`config.mk`:
```
export PLATFORM = sky130hd
export DESIGN_NAME = core_host_seq
export DESIGN_NICKNAME = d
export VERILOG_FILES = /design/src/rtl/core_host_pkg.sv /design/src/rtl/host_out_checker.sv /design/src/rtl/core_host_seq.sv
export SDC_FILE = /design/constraint.sdc
export NUM_CORES = 1
export LEC_CHECK = 0
export ABC_AREA = 1
export ABC_CLOCK_PERIOD_IN_PS = 4500
export BUFFER_PORTS_ARGS = -buffer_cell sky130_fd_sc_hd__buf_4
export CAP_MARGIN = 30
export CELL_PAD_IN_SITES_DETAIL_PLACEMENT = 0
export CELL_PAD_IN_SITES_GLOBAL_PLACEMENT = 1
export CORE_ASPECT_RATIO = 0.75
export CORE_MARGIN = 2
export CORE_UTILIZATION = 39
export DETAILED_ROUTE_END_ITERATION = 16
export PLACE_DENSITY_LB_ADDON = 0.1
export SLEW_MARGIN = 20
export SYNTH_ARGS = -nofsm -noshare
export SYNTH_HDL_FRONTEND = slang
export SYNTH_HIERARCHICAL = 1
export SYNTH_SLANG_ARGS = --single-unit
```
`constraint.sdc`:
```
create_clock -name i_clk -period 4.5 [get_ports i_clk]
set_clock_uncertainty 0.2 [all_clocks]
set_input_delay 0.675 -clock i_clk [delete_from_list [all_inputs] [get_ports i_clk]]
set_output_delay 0.675 -clock i_clk [all_outputs]
set_load 0.01 [all_outputs]
```
`src/rtl/core_host_pkg.sv`:
```
// Shared types and widths for the core host sequencer.
// Latency: n/a (declarations only).
// Backpressure: n/a.
package core_host_pkg;

  localparam int OP_W    = 4;   // opcode / mode width
  localparam int IN_W    = 8;   // input byte width
  localparam int OUT_W   = 14;  // core output / golden word width
  localparam int IN_AW   = 11;  // input memory address width
  localparam int OP_AW   = 10;  // opcode memory address width
  localparam int GOLD_AW = 12;  // golden memory address width
  localparam int OPC_W   = 11;  // opcode count width (1..OP_DEPTH)
  localparam int ERR_W   = 16;  // mismatch counter width
  localparam int OCNT_W  = 13;  // received-output counter width

  localparam logic [OP_W-1:0] OP_LOAD = 4'h0;

  // DRAIN is kept in the encoding for future use; nothing enters it today.
  typedef enum logic [2:0] {
    IDLE,
    WAIT_RDY,
    ISSUE,
    LOAD,
    DRAIN,
    DONE
  } state_t;

  // Saturating add of a small increment (0..3) to the error counter.
  function automatic logic [ERR_W-1:0] sat_add_err(input logic [ERR_W-1:0] a,
                                                   input logic [1:0] inc);
    logic [ERR_W:0] sum;
    sum = {1'b0, a} + {{(ERR_W-1){1'b0}}, inc};
    return sum[ERR_W] ? {ERR_W{1'b1}} : sum[ERR_W-1:0];
  endfunction

endpackage

```
`src/rtl/host_out_checker.sv`:
```
// Compares each core output with the golden stream and keeps mismatch/output counts.
// Latency: counters update on the edge that samples out_valid; golden address is registered.
// Backpressure: none, every out_valid cycle is consumed; past the golden end every output is an error.
module host_out_checker
  import core_host_pkg::*;
#(
  parameter int GOLD_DEPTH = 4096
) (
  input  logic               clk,
  input  logic               rst,
  input  logic               clr,
  input  logic               en,
  input  logic               out_valid,
  input  logic [OUT_W-1:0]   out_data,
  input  logic [OUT_W-1:0]   gold_rdata,
  input  logic               extra_err,
  output logic [GOLD_AW-1:0] gold_addr,
  output logic [ERR_W-1:0]   err_cnt,
  output logic [OCNT_W-1:0]  out_cnt
);

  localparam int IDX_W = GOLD_AW + 1;
  localparam logic [IDX_W-1:0] GOLD_END = IDX_W'(GOLD_DEPTH);

  logic [IDX_W-1:0] gold_idx;
  logic             hit;
  logic             past_end;
  logic             mismatch;
  logic [1:0]       err_inc;

  assign hit       = en && out_valid;
  assign past_end  = (gold_idx == GOLD_END);
  assign mismatch  = past_end || (out_data != gold_rdata);
  // Watchdog expiry and a data mismatch can land on the same edge; count both.
  assign err_inc   = {1'b0, hit && mismatch} + {1'b0, extra_err};
  assign gold_addr = gold_idx[GOLD_AW-1:0];

  // Golden index and counters; a new sequence clears them.
  always_ff @(posedge clk) begin
    if (rst || clr) begin
      gold_idx <= '0;
      err_cnt  <= '0;
      out_cnt  <= '0;
    end else begin
      if (hit) begin
        if (!past_end) gold_idx <= gold_idx + IDX_W'(1);
        out_cnt <= out_cnt + OCNT_W'(1);
      end
      err_cnt <= sat_add_err(err_cnt, err_inc);
    end
  end

endmodule

```
`src/rtl/core_host_seq.sv`:
```
// Host sequencer: issues opcodes and load bytes to the core, checks its outputs against golden data.
// Latency: op_ready sampled at edge N gives a one-cycle op_valid in cycle N+1; loads stream one byte/cycle.
// Backpressure: holds op issue until op_ready, holds byte/address while in_ready=0; HOST_TIMEOUT_EN adds a stall watchdog.
module core_host_seq
  import core_host_pkg::*;
#(
  parameter int IN_DEPTH   = 2048,
  parameter int OP_DEPTH   = 1024,
  parameter int GOLD_DEPTH = 4096,
  parameter int TIMEOUT    = 65535
) (
  input  logic               i_clk,
  input  logic               i_rst,
  input  logic               i_start,
  input  logic [OPC_W-1:0]   i_op_count,
  output logic [OP_AW-1:0]   o_op_addr,
  input  logic [OP_W-1:0]    i_op_rdata,
  output logic [IN_AW-1:0]   o_in_addr,
  input  logic [IN_W-1:0]    i_in_rdata,
  output logic [GOLD_AW-1:0] o_gold_addr,
  input  logic [OUT_W-1:0]   i_gold_rdata,
  output logic               o_op_valid,
  output logic [OP_W-1:0]    o_op_mode,
  input  logic               i_op_ready,
  output logic               o_in_valid,
  output logic [IN_W-1:0]    o_in_data,
  input  logic               i_in_ready,
  input  logic               i_out_valid,
  input  logic [OUT_W-1:0]   i_out_data,
  output logic               o_busy,
  output logic               o_done,
  output logic [ERR_W-1:0]   o_err_cnt,
  output logic [OCNT_W-1:0]  o_out_cnt
);

  state_t             state;
  state_t             state_nxt;
  logic [OPC_W-1:0]   op_idx;
  logic [IN_AW-1:0]   in_idx;
  logic               start_ok;
  logic               accept;
  logic               last_byte;
  logic               all_issued;
  logic               tmo;

  assign start_ok   = i_start && ((state == IDLE) || (state == DONE));
  assign accept     = (state == LOAD) && i_in_ready;
  assign last_byte  = (in_idx == IN_AW'(IN_DEPTH - 1));
  // Also stop at the memory depth so an oversized count cannot run off the end.
  assign all_issued = (op_idx == i_op_count) || (op_idx == OPC_W'(OP_DEPTH));
  assign o_op_addr  = op_idx[OP_AW-1:0];
  assign o_in_addr  = in_idx;
  assign o_busy     = (state != IDLE) && (state != DONE);
  assign o_done     = (state == DONE);

`ifdef HOST_TIMEOUT_EN
  logic [15:0] wd_cnt;
  logic        stall;

  assign stall = ((state == WAIT_RDY) && !i_op_ready) || ((state == LOAD) && !i_in_ready);
  assign tmo   = stall && (wd_cnt == 16'(TIMEOUT - 1));

  // Watchdog: consecutive cycles without handshake progress.
  always_ff @(posedge i_clk) begin
    if (i_rst || !stall) wd_cnt <= '0;
    else                 wd_cnt <= wd_cnt + 16'd1;
  end
`else
  assign tmo = 1'b0;
`endif

  // State register.
  always_ff @(posedge i_clk) begin
    if (i_rst) state <= IDLE;
    else       state <= state_nxt;
  end

  // Next state and core-facing outputs, all decoded from registered state.
  always_comb begin
    state_nxt  = state;
    o_op_valid = 1'b0;
    o_op_mode  = '0;
    o_in_valid = 1'b0;
    o_in_data  = '0;
    case (state)
      IDLE, DONE: begin
        if (i_start) state_nxt = WAIT_RDY;
      end
      WAIT_RDY: begin
        // The op_ready that follows the last op marks its completion.
        if (i_op_ready) state_nxt = all_issued ? DONE : ISSUE;
      end
      ISSUE: begin
        o_op_valid = 1'b1;
        o_op_mode  = i_op_rdata;
        state_nxt  = (i_op_rdata == OP_LOAD) ? LOAD : WAIT_RDY;
      end
      LOAD: begin
        o_in_valid = 1'b1;
        o_in_data  = i_in_rdata;
        if (accept && last_byte) state_nxt = WAIT_RDY;
      end
      DRAIN: begin
        state_nxt = DONE;
      end
      default: begin
        state_nxt = IDLE;
      end
    endcase
    if (tmo) state_nxt = DONE;
  end

  // Opcode and input byte address counters.
  always_ff @(posedge i_clk) begin
    if (i_rst || start_ok) begin
      op_idx <= '0;
      in_idx <= '0;
    end else begin
      if (state == ISSUE) op_idx <= op_idx + OPC_W'(1);
      if (accept)         in_idx <= last_byte ? '0 : in_idx + IN_AW'(1);
    end
  end

  host_out_checker #(
    .GOLD_DEPTH (GOLD_DEPTH)
  ) u_checker (
    .clk        (i_clk),
    .rst        (i_rst),
    .clr        (start_ok),
    .en         (state != IDLE),
    .out_valid  (i_out_valid),
    .out_data   (i_out_data),
    .gold_rdata (i_gold_rdata),
    .extra_err  (tmo),
    .gold_addr  (o_gold_addr),
    .err_cnt    (o_err_cnt),
    .out_cnt    (o_out_cnt)
  );

endmodule

```
==> flow_metrics.py, run 1 <==
metrics = {
    "outcome": {
        "status": "finished, final reports clean",
    },
    "power": {
        "ir_worst_vdd_mv": 0.184,
        "comb_power_share_pct": 14.3,
        "leakagePower_nw": 2.77,
        "clkPwrFrac_pct": 49.0,
        "power_mw": 1.69,
        "sw_frac_of_total_pct": 25.4,
        "pwr-share-seq_pct": 36.7,
        "p_per_area_mw_per_mm2": 293,
        "intPower_mw": 1.26,
        "switching_power_uw": 430,
    },
    "cells_and_area": {
        "insertedDiodeCount": 0,
        "seq_area_mm2": 0.00134,
        "drive_gt1_share_pct": 26.4,
        "final_cells": 946,
        "area.growth.synth_to_final_pct": 28.7,
        "nNetsFinal": 866,
        "fill_cells": 1079,
        "multi_input_area_mm2": 0.00242,
    },
    "synthesis": {
        "syn-num-nets": 753,
        "synth_top_cell_area_share_pct": 29.9,
        "ys_ff_latch": 67,
        "syn_area_mm2": 0.00449,
        "yosysSeqAreaShare_pct": 29.9,
        "postSynthAreaPerCell_um2": 6.53,
        "synth_edf_count": 0,
        "synth_async_sr_flop_share_pct": 0,
        "synthMostInstantiatedCell": "nand2_1",
        "yosysTopAreaCell": "dfxtp_1",
        "synth_cells": 688,
        "synthTopCellsByArea": "dfxtp_1 30%, nand2_1 15%, inv_1 9.4%",
        "synthFlopType": "dfxtp_1",
        "synth.distinct_cells": 43,
        "synthTopCellsByCount": "174 x nand2_1, 113 x inv_1, 72 x nor2_1, 67 x dfxtp_1, 45 x a21oi_1",
        "synth_warnings": 6,
    },
    "critical_path": {
        "critPathKind": "reg2reg",
        "cp_num_cells": 16,
        "startpoint_type": "flop",
        "crit_path_end_kind": "flop",
        "path_cells": "nor2_1, nand2_2, nand2_1, inv_1, nand2_1, inv_1, fa_1, ha_1, nand2_2, nor2_4, nand2_1, inv_2, nand3_4, nand3_1, nand2_1, inv_1",
        "cp_common_cell": "nand2_1",
        "crit_arrival_ns": 3.21,
        "worst_path_dominant_cell_family": "simple AND/OR/NAND/NOR gates",
        "r2r_cells": 16,
        "crit_start": "state[0]$_SDFFE_PP0P_",
        "slowest_delay_ns": 0.57,
        "path_max_fanout": 22,
        "crit_buf_inv": 4,
        "cp.required_ns": 4.58,
        "cp_slowest_cell": "inv_1",
        "r2r_end": "u_checker/err_cnt[13]$_SDFF_PP0_",
        "reg2reg_slack_ns": 1.37,
        "crit_path_end": "u_checker/err_cnt[13]$_SDFF_PP0_",
        "r2r_start": "state[0]$_SDFFE_PP0P_",
    },
    "floorplan": {
        "start_util_pct": 40.6,
        "die_area_mm2": 0.0124,
        "core_area_mm2": 0.0111,
        "die_y_um": 96.9,
        "rows": 33,
        "io_pins": 135,
        "dieWidth_um": 128,
    },
    "global_routing": {
        "overflow": 0,
        "grt_max_degree": 23,
        "grt_pass1_wl_mm": 19.2,
        "grt_pass1_vias": 4106,
        "met3_usage_pct": 4.54,
        "busiest_layer": "met2",
        "grt_use_total_pct": 18.8,
        "antenna_found_initial": 0,
        "use_met2_pct": 28.8,
        "grtUsageMet1_pct": 26.5,
    },
    "place": {
        "dp.cells": 930,
        "place.gp.congestion": 0.823,
        "place_hpwl_mm": 8.91,
        "dp_slack_ns": 1.29,
        "numPortBuffers": 134,
    },
    "timing": {
        "tns_ns": 0,
        "worst_pin_slew_ns": 0.788,
        "layout_min_cycle_time_ns": 3.13,
        "drv_slew": 0,
        "fin_ws_ns": 1.37,
        "setup_viol": 0,
        "relSlewSlack_pct": 47.4,
        "hold_violations": 0,
        "clock.fmax_mhz": 319,
        "min_period_over_period_pct": 69.6,
        "rsz0062_at_grt": "no",
    },
    "drt": {
        "vias_per_cell": 4.68,
        "vias": 4425,
        "remaining_drc_errors": 0,
        "firstDrtPassIters": 4,
        "wl_per_cell_um": 12.2,
        "ant_nets": 0,
        "drt_iter0_markers": 175,
        "wl_mm": 11.5,
    },
    "cts": {
        "clockBufferDepth": 2,
        "cts_made_buffers": 9,
        "clock_sinks": 67,
        "clk_pin_slew_ns": 0.06,
        "htree_levels": 3,
        "tritoncts": "yes",
        "root_buffer": "clkbuf_16",
        "post_cts_resized": 0,
        "post-cts-setup-buffers": 0,
        "clk_latency_ns": 0.33,
        "postCtsHoldBufs": 0,
    },
    "worst_hold_path": {
        "min_path_type": "reg2reg",
    },
    "run": {
        "maxCapViolations": 0,
    },
}
layout make-up:
type / count / area share, %
clock inverters: 6 / 1.93
repair buffers: 135 / 17.5
well taps: 140 / 3.03
multi-input cells: 462 / 42.0
inverters: 126 / 8.21
flip-flops and latches: 67 / 23.2
clock buffers: 10 / 4.14
power by group through the flow:
stage               Sequential (mW)  Clock (mW)  Combinational, mW
CTS                           0.621       0.852              0.245
detailed placement            0.634           0              0.244
global placement              0.633           0              0.237
finish                        0.621       0.828              0.243
floorplan                     0.629           0              0.158
global route                  0.623       0.875              0.276
cells in the final DEF, fill, tap and decap left out, types with 2 or more instances in the layout:
master | synthesis | layout
dfxtp_1 | 67 | 67
nor3_2 | 4 | 4
nand3_1 | 42 | 42
nand2_2 | 9 | 9
inv_1 | 113 | 113
nand2_4 | 2 | 2
o21a_1 | 3 | 3
xor2_1 | 11 | 11
clkbuf_16 | 0 | 9
nor3b_1 | 2 | 2
or2_2 | 2 | 2
nand4_1 | 9 | 9
xnor2_1 | 9 | 9
o21ai_0 | 19 | 19
a21oi_1 | 45 | 45
nand4_2 | 2 | 2
nor2_1 | 72 | 72
inv_2 | 12 | 12
nand2_1 | 174 | 174
bufinv_16 | 0 | 3
nor2_4 | 9 | 9
ha_1 | 7 | 7
nor2_2 | 9 | 9
clkinv_2 | 1 | 2
a31oi_1 | 2 | 2
nand3_2 | 2 | 2
nand3_4 | 3 | 3
buf_4 | 22 | 135
o21ai_1 | 4 | 4
nor3_1 | 10 | 10
nor2_8 | 2 | 2
routing by layer:
metal | part of all wire (%) | vias up
li1 | - | 2329
met1 | 49 | 1978
met2 | 43 | 110
met3 | 6.4 | 8
met4 | 1.0 | 0
met5 | 0 | -
registers in the layout (all words and copies together), names as in the netlist:
register            flops
u_checker/err_cnt      16
u_checker/gold_idx     13
u_checker/out_cnt      13
o_in_addr              11
op_idx                 11
state                   3
metrics by stage:
stage | utilization, % | hold slack (ns) | area, um2
global route | 52.2 | 0.321 | 5780
floorplan | - | 0.282 | 4490
global placement | 49.1 | 0.279 | 5430
CTS | 52.2 | 0.307 | 5780
finish | 52.2 | 0.303 | 5780
detailed placement | 49.1 | 0.289 | 5430
worst min-delay path by stage:
stage,from,endpoint,depth (start not counted)
4_1_cts,o_in_addr[7]$_SDFFE_PP0P_,o_in_addr[7]$_SDFFE_PP0P_,1
2_1_floorplan,u_checker/gold_idx[0]$_SDFFE_PP0P_,u_checker/gold_idx[0]$_SDFFE_PP0P_,2
5_1_grt,o_in_addr[7]$_SDFFE_PP0P_,o_in_addr[7]$_SDFFE_PP0P_,1
3_5_place_dp,o_in_addr[7]$_SDFFE_PP0P_,o_in_addr[7]$_SDFFE_PP0P_,1
3_3_place_gp,o_in_addr[7]$_SDFFE_PP0P_,o_in_addr[7]$_SDFFE_PP0P_,1
6_report,o_in_addr[7]$_SDFFE_PP0P_,o_in_addr[7]$_SDFFE_PP0P_,1
kinds of logic after synthesis:
kind of cell / after synthesis / synth area share (%)
AOI/OAI and AO/OA: 76 / 9.03
xor gates and xnor gates: 20 / 3.90
adders and majority gates: 8 / 2.40
buffers and inverters: 159 / 16.1
DFF: 67 / 29.9
other: 1 / 0.0835
and+or+nand+nor: 357 / 38.6
Note: power is estimated with default switching activity, not from simulation.
==> run 2, diff against run 1 <==
ABC_CLOCK_PERIOD_IN_PS = 3000   (was 4500)
CORE_UTILIZATION = 36   (was 39)
clock period = 3 ns   (was 4.5 ns; I/O delays follow)
==> flow_metrics.py, run 2 (same netlist as run 1, synthesis figures left out) <==
metrics = {
    "cells_and_area": {
        "largest_reg_flops": 16,
        "drive_gt1_share_pct": 27.7,
        "fill_cells": 1261,
        "top_register": "u_checker/err_cnt",
        "multi_input_area_mm2": 0.00243,
        "reg_top3": "u_checker/err_cnt (16), u_checker/gold_idx (13), u_checker/out_cnt (13)",
        "area.growth.synth_to_final_pct": 31.5,
        "insertedDiodeCount": 0,
        "seq_area_mm2": 0.00134,
        "layout_common_cells": "173 x nand2_1, 146 x buf_4, 113 x inv_1, 72 x nor2_1, 67 x dfxtp_1",
        "nNetsFinal": 877,
        "layout_commonest_cell": "nand2_1",
    },
    "critical_path": {
        "cp.required_ns": 3.03,
        "startpoint_type": "flop",
        "worst_path_dominant_cell_family": "simple AND/OR/NAND/NOR gates",
        "cp_common_cell": "nand2_1",
        "crit_path_end_kind": "flop",
        "cp_slowest_cell": "fa_2",
        "path_cells": "inv_1, ha_1, nand2_1, nor2_4, nand2_1, nor2_1, nor2_1, nand3_1, nand2_1, inv_1, fa_2, ha_1, nand2_2, nor2_4, nand2_2, inv_2, nand3_4, nand2_1, o21ai_1, inv_1",
        "crit_arrival_ns": 2.77,
        "path_max_fanout": 9,
        "crit_buf_inv": 4,
        "slowest_delay_ns": 0.35,
        "critPathKind": "reg2reg",
    },
    "power": {
        "p_per_area_mw_per_mm2": 433,
        "leakagePower_nw": 2.83,
        "ir_worst_vdd_mv": 0.289,
    },
    "cts": {
        "root_buffer": "clkbuf_16",
        "clockBufferDepth": 2,
        "cts_made_buffers": 9,
        "htree_levels": 3,
        "tritoncts": "yes",
        "clk_latency_ns": 0.33,
        "clk_pin_slew_ns": 0.06,
        "clock_sinks": 67,
        "post-cts-setup-buffers": 0,
    },
    "floorplan": {
        "io_pins": 135,
        "dieWidth_um": 133,
        "core_area_mm2": 0.0122,
        "start_util_pct": 36.8,
        "rows": 35,
        "die_area_mm2": 0.0134,
        "die_y_um": 101,
    },
    "place": {
        "numPortBuffers": 134,
        "dp_slack_ns": 0.100,
        "place_hpwl_mm": 9.12,
        "place.gp.congestion": 0.796,
    },
    "drt": {
        "wl_per_cell_um": 11.9,
        "drt_iter0_markers": 179,
        "ant_nets": 0,
        "vias_per_cell": 4.50,
        "firstDrtPassIters": 4,
        "remaining_drc_errors": 0,
        "vias": 4422,
        "wl_mm": 11.7,
    },
    "global_routing": {
        "overflow": 0,
        "antenna_found_initial": 0,
        "grt_pass1_vias": 3987,
        "grt_max_degree": 22,
        "grt_use_total_pct": 17.7,
        "grt_pass1_wl_mm": 19.0,
    },
    "outcome": {
        "status": "finished, final reports clean",
    },
    "worst_hold_path": {
        "min_path_type": "in2reg",
    },
    "timing": {
        "layout_min_cycle_time_ns": 2.75,
        "min_period_over_period_pct": 91.6,
        "clock.fmax_mhz": 364,
        "tns_ns": 0,
        "fin_ws_ns": 0.253,
        "holdWs_ns": 0.157,
        "setup_viol": 0,
        "drv_slew": 0,
        "hold_violations": 0,
        "rsz0062_at_grt": "no",
    },
    "run": {
        "maxCapViolations": 0,
    },
}
[run 2: timing repair]
item | in CTS | in global routing
hold buffers | 0 | 0
setup endpoints to repair | 0 | 8
gates resized for setup | 0 | 5
endpoints found under the hold margin | 0 | 0
[run 2: final timing paths]
| check | startpoint | to | slack [ns] | cells after the start |
|---|---|---|---|---|
| max | u_checker/gold_idx[0]$_SDFFE_PP0P_ | u_checker/err_cnt[10]$_SDFF_PP0_ | 0.25 | 20 |
| min | i_rst | state[2]$_SDFFE_PP0P_ | 0.16 | 2 |
| max reg2reg | u_checker/gold_idx[0]$_SDFFE_PP0P_ | u_checker/err_cnt[10]$_SDFF_PP0_ | 0.25 | 20 |
| min reg2reg | o_in_addr[7]$_SDFFE_PP0P_ | o_in_addr[7]$_SDFFE_PP0P_ | 0.30 | 1 |
[run 2: metal layers]
| metal | wire length [um] | GRT usage (%) | part of all wire, % |
|---|---|---|---|
| met2 | 4900 | 27.6 | 42 |
| met3 | 861 | 5.23 | 7.4 |
| met5 | 0 | 0 | 0 |
| met4 | 78 | 4.47 | 0.67 |
| met1 | 5850 | 24.0 | 50 |
[run 2: metrics by stage]
stage                     total power, mW  area (um2)  cells  util, %
after floorplan                      1.18        4490    688        -
after global placement               1.33        5540    967     45.4
after detailed placement             1.34        5540    967     45.4
after CTS                            2.60        5900    983     48.3
after global routing                 2.69        5910    983     48.3
final                                2.56        5910    983     48.3
[run 2: layout make-up]
| cell class | count | area share [%] |
|---|---|---|
| multi-input cells | 462 | 41.2 |
| flip-flops and latches | 67 | 22.7 |
| repair buffers | 146 | 18.6 |
| inverters | 126 | 8.03 |
| clock buffers | 10 | 4.05 |
| well taps | 166 | 3.52 |
| clock inverters | 6 | 1.91 |
[run 2: power by group]
| part | switching, mW | internal [mW] |
|---|---|---|
| registers | 0.0167 | 0.906 |
| logic | 0.227 | 0.166 |
| clock network | 0.409 | 0.834 |
